[src/rtl/snow_v_pkg.sv]
// Shared constants and state encoding for the SNOW_V keystream XOR stage.
package snow_v_pkg;

   localparam int SNOW_V_BLK_W  = 128;
   localparam int SNOW_V_KEEP_W = 16;

   typedef enum logic [1:0] {
      IDLE  = 2'd0,
      RUN   = 2'd1,
      DRAIN = 2'd2
   } state_t;

endpackage

[src/rtl/snow_v_ks_fifo.sv]
// Keystream buffer: synchronous FIFO with first-word-fall-through head.
module snow_v_ks_fifo #(
   parameter int DATA_W = 128,
   parameter int DEPTH  = 4
) (
   input  logic              clk,
   input  logic              rst,
   input  logic              flush,
   input  logic              push,
   input  logic [DATA_W-1:0] din,
   input  logic              pop,
   output logic [DATA_W-1:0] dout,
   output logic              full,
   output logic              empty
);

   localparam int AW = $clog2(DEPTH);
   localparam logic [AW:0] PTR_ONE = 1;

   logic [DATA_W-1:0] r_mem [DEPTH];
   logic [AW:0]       r_wr_ptr;
   logic [AW:0]       r_rd_ptr;
   logic              w_push;
   logic              w_pop;

   // Pointer MSB differs only when the write side has lapped the read side.
   assign empty = (r_wr_ptr == r_rd_ptr);
   assign full  = (r_wr_ptr[AW] != r_rd_ptr[AW]) &&
                  (r_wr_ptr[AW-1:0] == r_rd_ptr[AW-1:0]);

   assign w_push = push & ~full;
   assign w_pop  = pop & ~empty;
   assign dout   = r_mem[r_rd_ptr[AW-1:0]];

   always_ff @(posedge clk) begin
      if (w_push) begin
         r_mem[r_wr_ptr[AW-1:0]] <= din;
      end
   end

   always_ff @(posedge clk or posedge rst) begin
      if (rst) begin
         r_wr_ptr <= '0;
         r_rd_ptr <= '0;
      end else if (flush) begin
         r_wr_ptr <= '0;
         r_rd_ptr <= '0;
      end else begin
         if (w_push) begin
            r_wr_ptr <= r_wr_ptr + PTR_ONE;
         end
         if (w_pop) begin
            r_rd_ptr <= r_rd_ptr + PTR_ONE;
         end
      end
   end

endmodule

[src/rtl/snow_v_xor_stage.sv]
// XORs message blocks with buffered SNOW_V keystream words, one word
// per block, with valid/ready on both sides and a registered output.
module snow_v_xor_stage
   import snow_v_pkg::*;
#(
   parameter int DATA_W     = SNOW_V_BLK_W,
   parameter int FIFO_DEPTH = 4,
   parameter int CNT_W      = 32
) (
   input  logic                clk,
   input  logic                rst,
   input  logic                start,
   input  logic [DATA_W-1:0]   ks_in,
   input  logic                ks_valid,
   output logic                ks_ready,
   input  logic [DATA_W-1:0]   pt_data,
   input  logic [DATA_W/8-1:0] pt_keep,
   input  logic                pt_last,
   input  logic                pt_valid,
   output logic                pt_ready,
   output logic [DATA_W-1:0]   ct_data,
   output logic [DATA_W/8-1:0] ct_keep,
   output logic                ct_last,
   output logic                ct_valid,
   input  logic                ct_ready,
   output logic                busy,
   output logic                done,
   output logic [CNT_W-1:0]    block_cnt
);

   localparam int KEEP_W = DATA_W / 8;
   localparam logic [CNT_W-1:0] CNT_ONE = 1;

   state_t              r_state;
   logic                r_ct_valid;
   logic [DATA_W-1:0]   r_ct_data;
   logic [KEEP_W-1:0]   r_ct_keep;
   logic                r_ct_last;
   logic                r_done;
   logic [CNT_W-1:0]    r_blk_cnt;

   logic [DATA_W-1:0]   w_ks_head;
   logic                w_fifo_full;
   logic                w_fifo_empty;
   logic                w_run;
   logic                w_ks_push;
   logic                w_pt_hs;
   logic                w_ct_hs;
   logic                w_flush;
   logic [DATA_W-1:0]   w_mask;
   logic [DATA_W-1:0]   w_ct_next;

   assign w_run     = (r_state == RUN);
   assign ks_ready  = w_run & ~w_fifo_full;
   assign pt_ready  = w_run & ~w_fifo_empty &
                      (~r_ct_valid | ct_ready);
   assign w_ks_push = ks_valid & ks_ready;
   assign w_pt_hs   = pt_valid & pt_ready;
   assign w_ct_hs   = r_ct_valid & ct_ready;

   // Leftover keystream never carries over between messages.
   assign w_flush = ((r_state == IDLE) & start) |
                    ((r_state == DRAIN) & w_ct_hs);

   always_comb begin
      w_mask = '0;
      for (int i = 0; i < KEEP_W; i++) begin
         w_mask[8*i +: 8] = {8{pt_keep[i]}};
      end
   end

   assign w_ct_next = (pt_data ^ w_ks_head) & w_mask;

   snow_v_ks_fifo #(
      .DATA_W (DATA_W),
      .DEPTH  (FIFO_DEPTH)
   ) u_ks_fifo (
      .clk   (clk),
      .rst   (rst),
      .flush (w_flush),
      .push  (w_ks_push),
      .din   (ks_in),
      .pop   (w_pt_hs),
      .dout  (w_ks_head),
      .full  (w_fifo_full),
      .empty (w_fifo_empty)
   );

   always_ff @(posedge clk or posedge rst) begin
      if (rst) begin
         r_state    <= IDLE;
         r_ct_valid <= 1'b0;
         r_ct_data  <= '0;
         r_ct_keep  <= '0;
         r_ct_last  <= 1'b0;
         r_done     <= 1'b0;
         r_blk_cnt  <= '0;
      end else begin
         r_done <= 1'b0;
         unique case (r_state)
            IDLE: begin
               if (start) begin
                  r_state    <= RUN;
                  r_blk_cnt  <= '0;
                  r_ct_valid <= 1'b0;
               end
            end
            RUN: begin
               if (w_pt_hs) begin
                  r_ct_valid <= 1'b1;
                  r_ct_data  <= w_ct_next;
                  r_ct_keep  <= pt_keep;
                  r_ct_last  <= pt_last;
                  r_blk_cnt  <= r_blk_cnt + CNT_ONE;
                  if (pt_last) begin
                     r_state <= DRAIN;
                  end
               end else if (w_ct_hs) begin
                  r_ct_valid <= 1'b0;
               end
            end
            DRAIN: begin
               if (w_ct_hs) begin
                  r_state    <= IDLE;
                  r_ct_valid <= 1'b0;
                  r_done     <= 1'b1;
               end
            end
            default: r_state <= IDLE;
         endcase
      end
   end

   assign ct_data   = r_ct_data;
   assign ct_keep   = r_ct_keep;
   assign ct_last   = r_ct_last;
   assign ct_valid  = r_ct_valid;
   assign done      = r_done;
   assign block_cnt = r_blk_cnt;
   assign busy      = (r_state == RUN) | (r_state == DRAIN);

endmodule

[config.mk]
export PLATFORM = sky130hd
export DESIGN_NAME = snow_v_xor_stage
export DESIGN_NICKNAME = d
export VERILOG_FILES = /design/src/rtl/snow_v_pkg.sv /design/src/rtl/snow_v_ks_fifo.sv /design/src/rtl/snow_v_xor_stage.sv
export SDC_FILE = /design/constraint.sdc
export NUM_CORES = 1
export LEC_CHECK = 0
export CORE_ASPECT_RATIO = 1.75
export CORE_MARGIN = 2
export CORE_UTILIZATION = 55
export CTS_CLUSTER_DIAMETER = 60
export DETAILED_ROUTE_END_ITERATION = 6
export PLACE_DENSITY_LB_ADDON = 0.12
export RECOVER_POWER = 50
export REMOVE_ABC_BUFFERS = 1
export SYNTH_ARGS = -nofsm -noshare
export SYNTH_HDL_FRONTEND = slang
export SYNTH_HIERARCHICAL = 1
export SYNTH_SLANG_ARGS = --single-unit
[constraint.sdc]
create_clock -name clk -period 13.8 [get_ports clk]
set_input_delay 2.76 -clock clk [delete_from_list [all_inputs] [get_ports clk]]
set_output_delay 2.76 -clock clk [all_outputs]
set_load 0.02 [all_outputs]
==> metrics, run 1 <==
first-pass GRT wire length=97.0 mm; remaining antenna violation count=0; FP Rows=109; area of the die=52500 sq um; critical path type=input pin to async pin; worst-path fanout max=121; r2r startpoint=u_ks_fifo/r_rd_ptr[1]$_DFFE_PP0P_; Sum Neg Setup Slack=0 ns; setup ws final=6.53 ns; WP data required=14.42 ns; clock-pin slew of the registers on the worst-case setup and hold paths=0.06 ns; min Tclk post-route=7.27 ns; Synth Instances=1711; endpoint type of the worst setup path=async pin; Hold WC Path Type=register to register; number of instances resized during post-cts repair=0; Sinks on Clock Net=699; Residual DRC=0; outcome=complete, but fails checks; vias in the first global route=16.6k; nets=2448; Yosys cell types=57; dpl ws=6.75 ns; initial drt markers=1267; CTS tree=yes; P&R area growth vs syn=26.3%; Starting Density=55.4%; routed vias/inst=5.62; fraction of registers with async set/reset=26.8%; Final setup viols=0; Post-synth EDFFs=512; maximum VDD drop=145 uV; Pwr per Cell Area=178 nW/um^2; worst-case clock buffer depth=3; max-slew violation count=204; power consumption=6260 uW; Post-Syn Area per Cell=16.3 sq um; Clk Latency, worst-skew pair=0.61 ns; Primary FF master, synth=edfxtp_1; unrepaired setup endpoints after global routing=false; I/O pin count=461; synthesized area=27800 sq um; Peak Freq=0.138 GHz; GRT Total Usage=24.4%; chip height=302 um; initial antenna violation count=41; Final period util=52.7%; CORE AREA=50200 sq um; hpwl dp=41.6 mm; Worst Reg-to-Reg Cells=8; reg2reg end=u_ks_fifo/r_mem[3][28]$_DFFE_PP_; Max-slew headroom=-309%; Fin. Hold Viols=0; leakage=0.0131 uW; via count=16.3k; Placer Congestion=0.912; largest net degree at the start of global routing=122; hold slack=0.458 ns; First-pass DRT Iterations=7; total CTS buffers=59; Max-Cap Viols=3; Startpoint Class=input pin; post-CTS setup buffers=0; WL per Instance=22.0 um; Worst R2R Setup Slack=8.22 ns; layout cells sized above 1=11.5%; hold depth=2; CTS root buf=clkbuf_16; Setup Skew=0.0215 ns; Synth Register Bits=699; hold_sp=ct_data[78]$_DFFE_PP0P_; post-synthesis sequential area ratio=72.1%; H-tree levels=2; Hold Crit Endpoint=ct_data[78]$_DFFE_PP0P_; Die X=174 um; YS warnings=6; Least-Margin Pin Slew=6.10 ns; failing checks=capacitance limit, slew limit; total gr overflow=0; hold_buf cts=0; routed wire length=63.8 mm; port bufs=460; critical path arrival=7.88 ns
==> logic make-up after synthesis <==
group | after synthesis | synth area share, %
XOR/XNOR | 147 | 4.68
buffers and inverters | 102 | 1.64
flip-flops | 699 | 72.1
adder cells (fa/ha/maj) | 11 | 0.495
AO/OA/AOI/OAI | 63 | 1.56
AND/OR/NAND/NOR | 558 | 9.07
multiplexers | 131 | 10.5
==> synthesized netlist by cell type, drive strengths merged, types with 2 or more instances <==
cell     number  area [sq um]
mux2          2          22.5
and3          8          50.1
o2111ai       6          58.8
ha           11           138
nor4          9          86.3
o31ai         3          22.5
nand4         8          65.1
nand2b        5          31.3
clkbuf       39           146
nor2b         5          38.8
a21oi        13          65.1
nor2         22          82.6
nand3       137           698
o211ai        4          35.0
xnor2         9          86.3
buf          50           262
o2bb2ai       2          17.5
nor4b         2          17.5
edfxtp      512         15400
a31oi         4          31.3
mux4        128          2880
dfrtp       187          4680
and2          8          50.1
nor3          4          20.0
nor3b         2          15.0
or3          10          62.6
inv          13          48.8
a211o         5          43.8
xor2        138          1220
or4           4          30.0
a41oi         2          17.5
o21a          2          15.0
nand2       330          1240
o21ai        18          90.1
==> layout make-up <==
cell class / count / area, sq um
flip-flops and latches: 699 / 20100
well taps: 666 / 833
multi-input cells: 910 / 7340
fillers: 3470 / 15100
diodes: 22 / 55.1
clock buffers: 78 / 1620
inverters: 13 / 55.1
repair buffers: 475 / 4710
clock inverters: 34 / 455
==> per-stage QoR <==
step,utilization [%],cells,cell area [sq um]
final,70.0,2897,35100
after global routing,70.0,2896,35100
after CTS,69.9,2875,35100
after detailed placement,65.8,2763,33000
after global placement,65.8,2763,33000
after floorplan,-,1622,27400
==> registers in the layout, indices dropped and copies added, names as in the netlist <==
name                count
u_ks_fifo/r_mem       512
ct_data               128
done                    1
ct_last                 1
r_state                 2
ct_keep                16
ct_valid                1
block_cnt              32
u_ks_fifo/r_rd_ptr      3
u_ks_fifo/r_wr_ptr      3
==> routing by layer <==
metal / track usage, % / vias to the layer above / share of wire, %
met5: 0 / - / 0.25
met2: 42.3 / 637 / 53
met1: 30.5 / 8178 / 37
met4: 9.64 / 24 / 3.8
met3: 4.39 / 154 / 6.3
li1: - / 7287 / -
==> where the power goes <==
group | total, uW | internal (uW) | switching, uW
clock | 1760 | 1030 | 726
sequential | 2740 | 2580 | 157
combinational | 1760 | 779 | 980
total | 6260 | 4390 | 1860
==> worst max-delay path: stages <==
cell	delay [ns]
dlygate4sd3_1	0.57
clkinvlp_2	3.40
buf_4	1.04
==> placed cells by master, fill, tap and decap left out, types with 5 or more instances in the layout <==
cell type and instances:
mux4_2 128, a21oi_1 13, clkinv_1 6, nand2b_1 5
nor4_1 7, xor2_1 137, and3_1 8, dlygate4sd3_1 196
nand3_1 136, inv_1 11, xnor2_1 8, dfrtp_1 185
clkbuf_8 5, a211o_1 5, diode_2 22, clkbuf_16 60
o2111ai_1 5, clkdlybuf4s50_1 264, ha_1 11, bufinv_16 11
nor2_1 22, buf_4 13, o21ai_0 18, nand2_1 329
edfxtp_1 512, nand4_1 7, clkbuf_1 15, clkinv_2 14
or3_1 10
==> how the worst max path moves through the flow <==
stage / startpoint / end / slack (ns) / cells past startpoint
finish: rst / ct_data[76]$_DFFE_PP0P_ / 6.53 / 3
global route: rst / ct_data[76]$_DFFE_PP0P_ / 5.68 / 3
detailed placement: ct_ready / pt_ready / 6.75 / 4
global placement: ct_ready / pt_ready / 6.76 / 4
floorplan: u_ks_fifo/r_rd_ptr[0]$_DFFE_PP0P_ / u_ks_fifo/r_mem[3][0]$_DFFE_PP_ / 0.23 / 7
CTS: ct_ready / pt_ready / 6.74 / 4
(Power assumes the default switching activity.)
==> run 2: changes to the inputs <==
--- a/config.mk
+++ b/config.mk
@@ -7,7 +7,7 @@
 export LEC_CHECK = 0
 export CORE_ASPECT_RATIO = 1.75
 export CORE_MARGIN = 2
-export CORE_UTILIZATION = 55
+export CORE_UTILIZATION = 53
 export CTS_CLUSTER_DIAMETER = 60
 export DETAILED_ROUTE_END_ITERATION = 6
 export PLACE_DENSITY_LB_ADDON = 0.12
==> constraint.sdc (replaced) <==
create_clock -name clk -period 6.91 [get_ports clk]
set_input_delay 1.382 -clock clk [delete_from_list [all_inputs] [get_ports clk]]
set_output_delay 1.382 -clock clk [all_outputs]
set_load 0.02 [all_outputs]
==> run 2 against run 1 <==
Net effect:
- hold slack better by 0.0026 ns
- routed wire length grew 0.63%
- the flow still finishes with violations (capacitance limit, slew limit)
- count of clock-buffer cells in the layout shrank 6
- via count is 0.64% lower
- highest routed layer unchanged
- first-iteration DRC count decreased by 16%
- final area up 0.69%
- non-clock buffer count is 1 lower
==> metrics, run 2 (synthesis gave the netlist of run 1 again) <==
CTS root buf=clkbuf_16; First-pass DRT Iterations=5 (-2); Fin. Hold Viols=0 (unchanged); max-slew violation count=184 (-9.8%); Max-Cap Viols=2 (-1); placed cell count=2774 (+0.40%); failing checks=capacitance limit, slew limit; CTS tree=yes; min Tclk post-route=4.95 ns; routed wire length=64.2 mm (+0.63%); initial antenna violation count=48 (+17%); H-tree levels=2 (unchanged); area of the die=54400 sq um (+3.7%); most frequent CP cell=nor2_1; maximum VDD drop=236 uV (+63%); WL per Instance=22.1 um (+0.14%); clock-pin slew of the registers on the worst-case setup and hold paths=0.07 ns (about the same); fin area=35400 sq um (+0.69%); Worst setup startpoint=u_ks_fifo/r_rd_ptr[1]$_DFFE_PP0P_; worst-case clock buffer depth=3 (unchanged); Max-slew headroom=-97.0% (+210 points); Pwr per Cell Area=360 nW/um^2 (+100%); remaining antenna violation count=0 (unchanged); post-CTS setup buffers=0 (unchanged); Final setup viols=0 (unchanged); routed vias/inst=5.56 (-1.1%); Residual DRC=0 (unchanged); WP data required=5.53 ns (-8.89 ns); unrepaired setup endpoints after global routing=false; max reg flops=512 (unchanged); vias in the first global route=16.6k (-0.036%); Die X=177 um (+1.8%); number of instances resized during post-cts repair=0 (unchanged); most common library cell in the layout ignoring fill and taps=edfxtp_1; FP Rows=111 (+1.8%); first-pass GRT wire length=96.7 mm (-0.37%); via count=16.2k (-0.64%); r2r startpoint=u_ks_fifo/r_rd_ptr[1]$_DFFE_PP0P_; Worst R2R Setup Slack=1.97 ns (-6.25 ns); total gr overflow=0 (unchanged); slowest CP cell=dfrtp_1; outcome=complete, but fails checks; GRT Total Usage=23.7% (-0.67 points); leakage=0.0133 uW (+1.4%); layout cells sized above 1=11.8% (+0.29 points); Least-Margin Pin Slew=2.96 ns (-3.14 ns); Starting Density=53.4% (-2.0 points); commonest non-fill, non-tap cells in the layout=512 x edfxtp_1, 329 x nand2_1, 235 x dlygate4sd3_1, 225 x clkdlybuf4s50_1, 186 x dfrtp_1; Peak Freq=0.202 GHz; Worst Reg-to-Reg Cells=10 (+2); Clk Latency, worst-skew pair=0.60 ns (about the same); Final period util=71.7%; hold_buf cts=0 (unchanged); total CTS buffers=59 (unchanged); Critical Path End=pt_ready; P&R area growth vs syn=27.1%; Startpoint Class=register; worst-path fanout max=24 (-80%); final core utilization=67.9% (-2.1 points); Non-Filler Instances=2911 (+0.48%); I/O pin count=461 (unchanged); port bufs=460 (unchanged); endpoint type of the worst setup path=primary output; worst path cell trace=xnor2_1 > nand2_1 > nor2_1 > nand2b_1 > nor2_1 > clkdlybuf4s50_1; CORE AREA=52100 sq um (+3.8%); Placer Congestion=0.849 (-6.9%); nets=2447 (-0.041%); hold depth=2 (unchanged); critical path type=register to primary output; Sinks on Clock Net=699 (unchanged); chip height=307 um (+1.8%); largest net degree at the start of global routing=127 (+4.1%); DP Area=33100 sq um (+0.17%); critical path arrival=3.57 ns (-4.31 ns); initial drt markers=1062 (-16%); critical path's largest stage delay=1.06 ns (-2.34 ns); reg2reg end=r_state[1]$_DFFE_PP0P_; hpwl dp=41.5 mm (-0.36%); Setup Skew=0.0179 ns (-0.00357 ns); Hold WC Path Type=register to register; hold slack=0.461 ns (+0.00257 ns)
==> run 2: metrics by stage <==
stage / worst slack (ns) / setup TNS, ns / power, uW
5_1_grt: 1.41 / 0 / 13300
3_3_place_gp: 2.21 / 0 / 9100
2_1_floorplan: -6.66 / -2644.14 / 7840
4_1_cts: 2.41 / 0 / 13000
6_report: 1.96 / 0 / 12700
3_5_place_dp: 2.08 / 0 / 9190
==> run 2: layer usage <==
| layer | part of all wire, % | vias to the layer above | global-route usage (%) |
|---|---|---|---|
| met1 | 36 | 8136 | 28.6 |
| met5 | 0.33 | - | 0 |
| met4 | 3.3 | 36 | 9.34 |
| met3 | 6.8 | 142 | 5.32 |
| li1 | - | 7283 | - |
| met2 | 53 | 578 | 41.1 |
==> run 2: where the power goes <==
part           internal [uW]  switching [uW]
registers               5150             283
clock network           2300            1490
logic                   1530            1980
==> run 2: worst max-delay path: cells and delay by family (launching register included) <==
kind,cells,cell delay [ns]
xor gates and xnor gates,1,0.36
DFF,1,1.06
and+or+nand+nor,4,0.89
buffers and inverters,1,0.65
==> run 2: layout make-up <==
class / count / area [sq um]
diodes: 27 / 67.6
clock buffers: 72 / 1620
clock inverters: 38 / 634
fillers: 3625 / 16700
inverters: 13 / 57.6
multi-input cells: 910 / 7330
flip-flops and latches: 699 / 20100
well taps: 678 / 848
repair buffers: 474 / 4760
==> run 2: worst min-delay path by stage <==
stage / to / slack, ns / startpoint
after floorplan: r_state[1]$_DFFE_PP0P_ / 0.52 / r_state[1]$_DFFE_PP0P_
after global placement: ct_data[12]$_DFFE_PP0P_ / 0.45 / ct_data[12]$_DFFE_PP0P_
after detailed placement: ct_data[23]$_DFFE_PP0P_ / 0.46 / ct_data[23]$_DFFE_PP0P_
after CTS: ct_data[23]$_DFFE_PP0P_ / 0.47 / ct_data[23]$_DFFE_PP0P_
after global routing: ct_data[47]$_DFFE_PP0P_ / 0.48 / ct_data[47]$_DFFE_PP0P_
final: ct_data[8]$_DFFE_PP0P_ / 0.46 / ct_data[8]$_DFFE_PP0P_
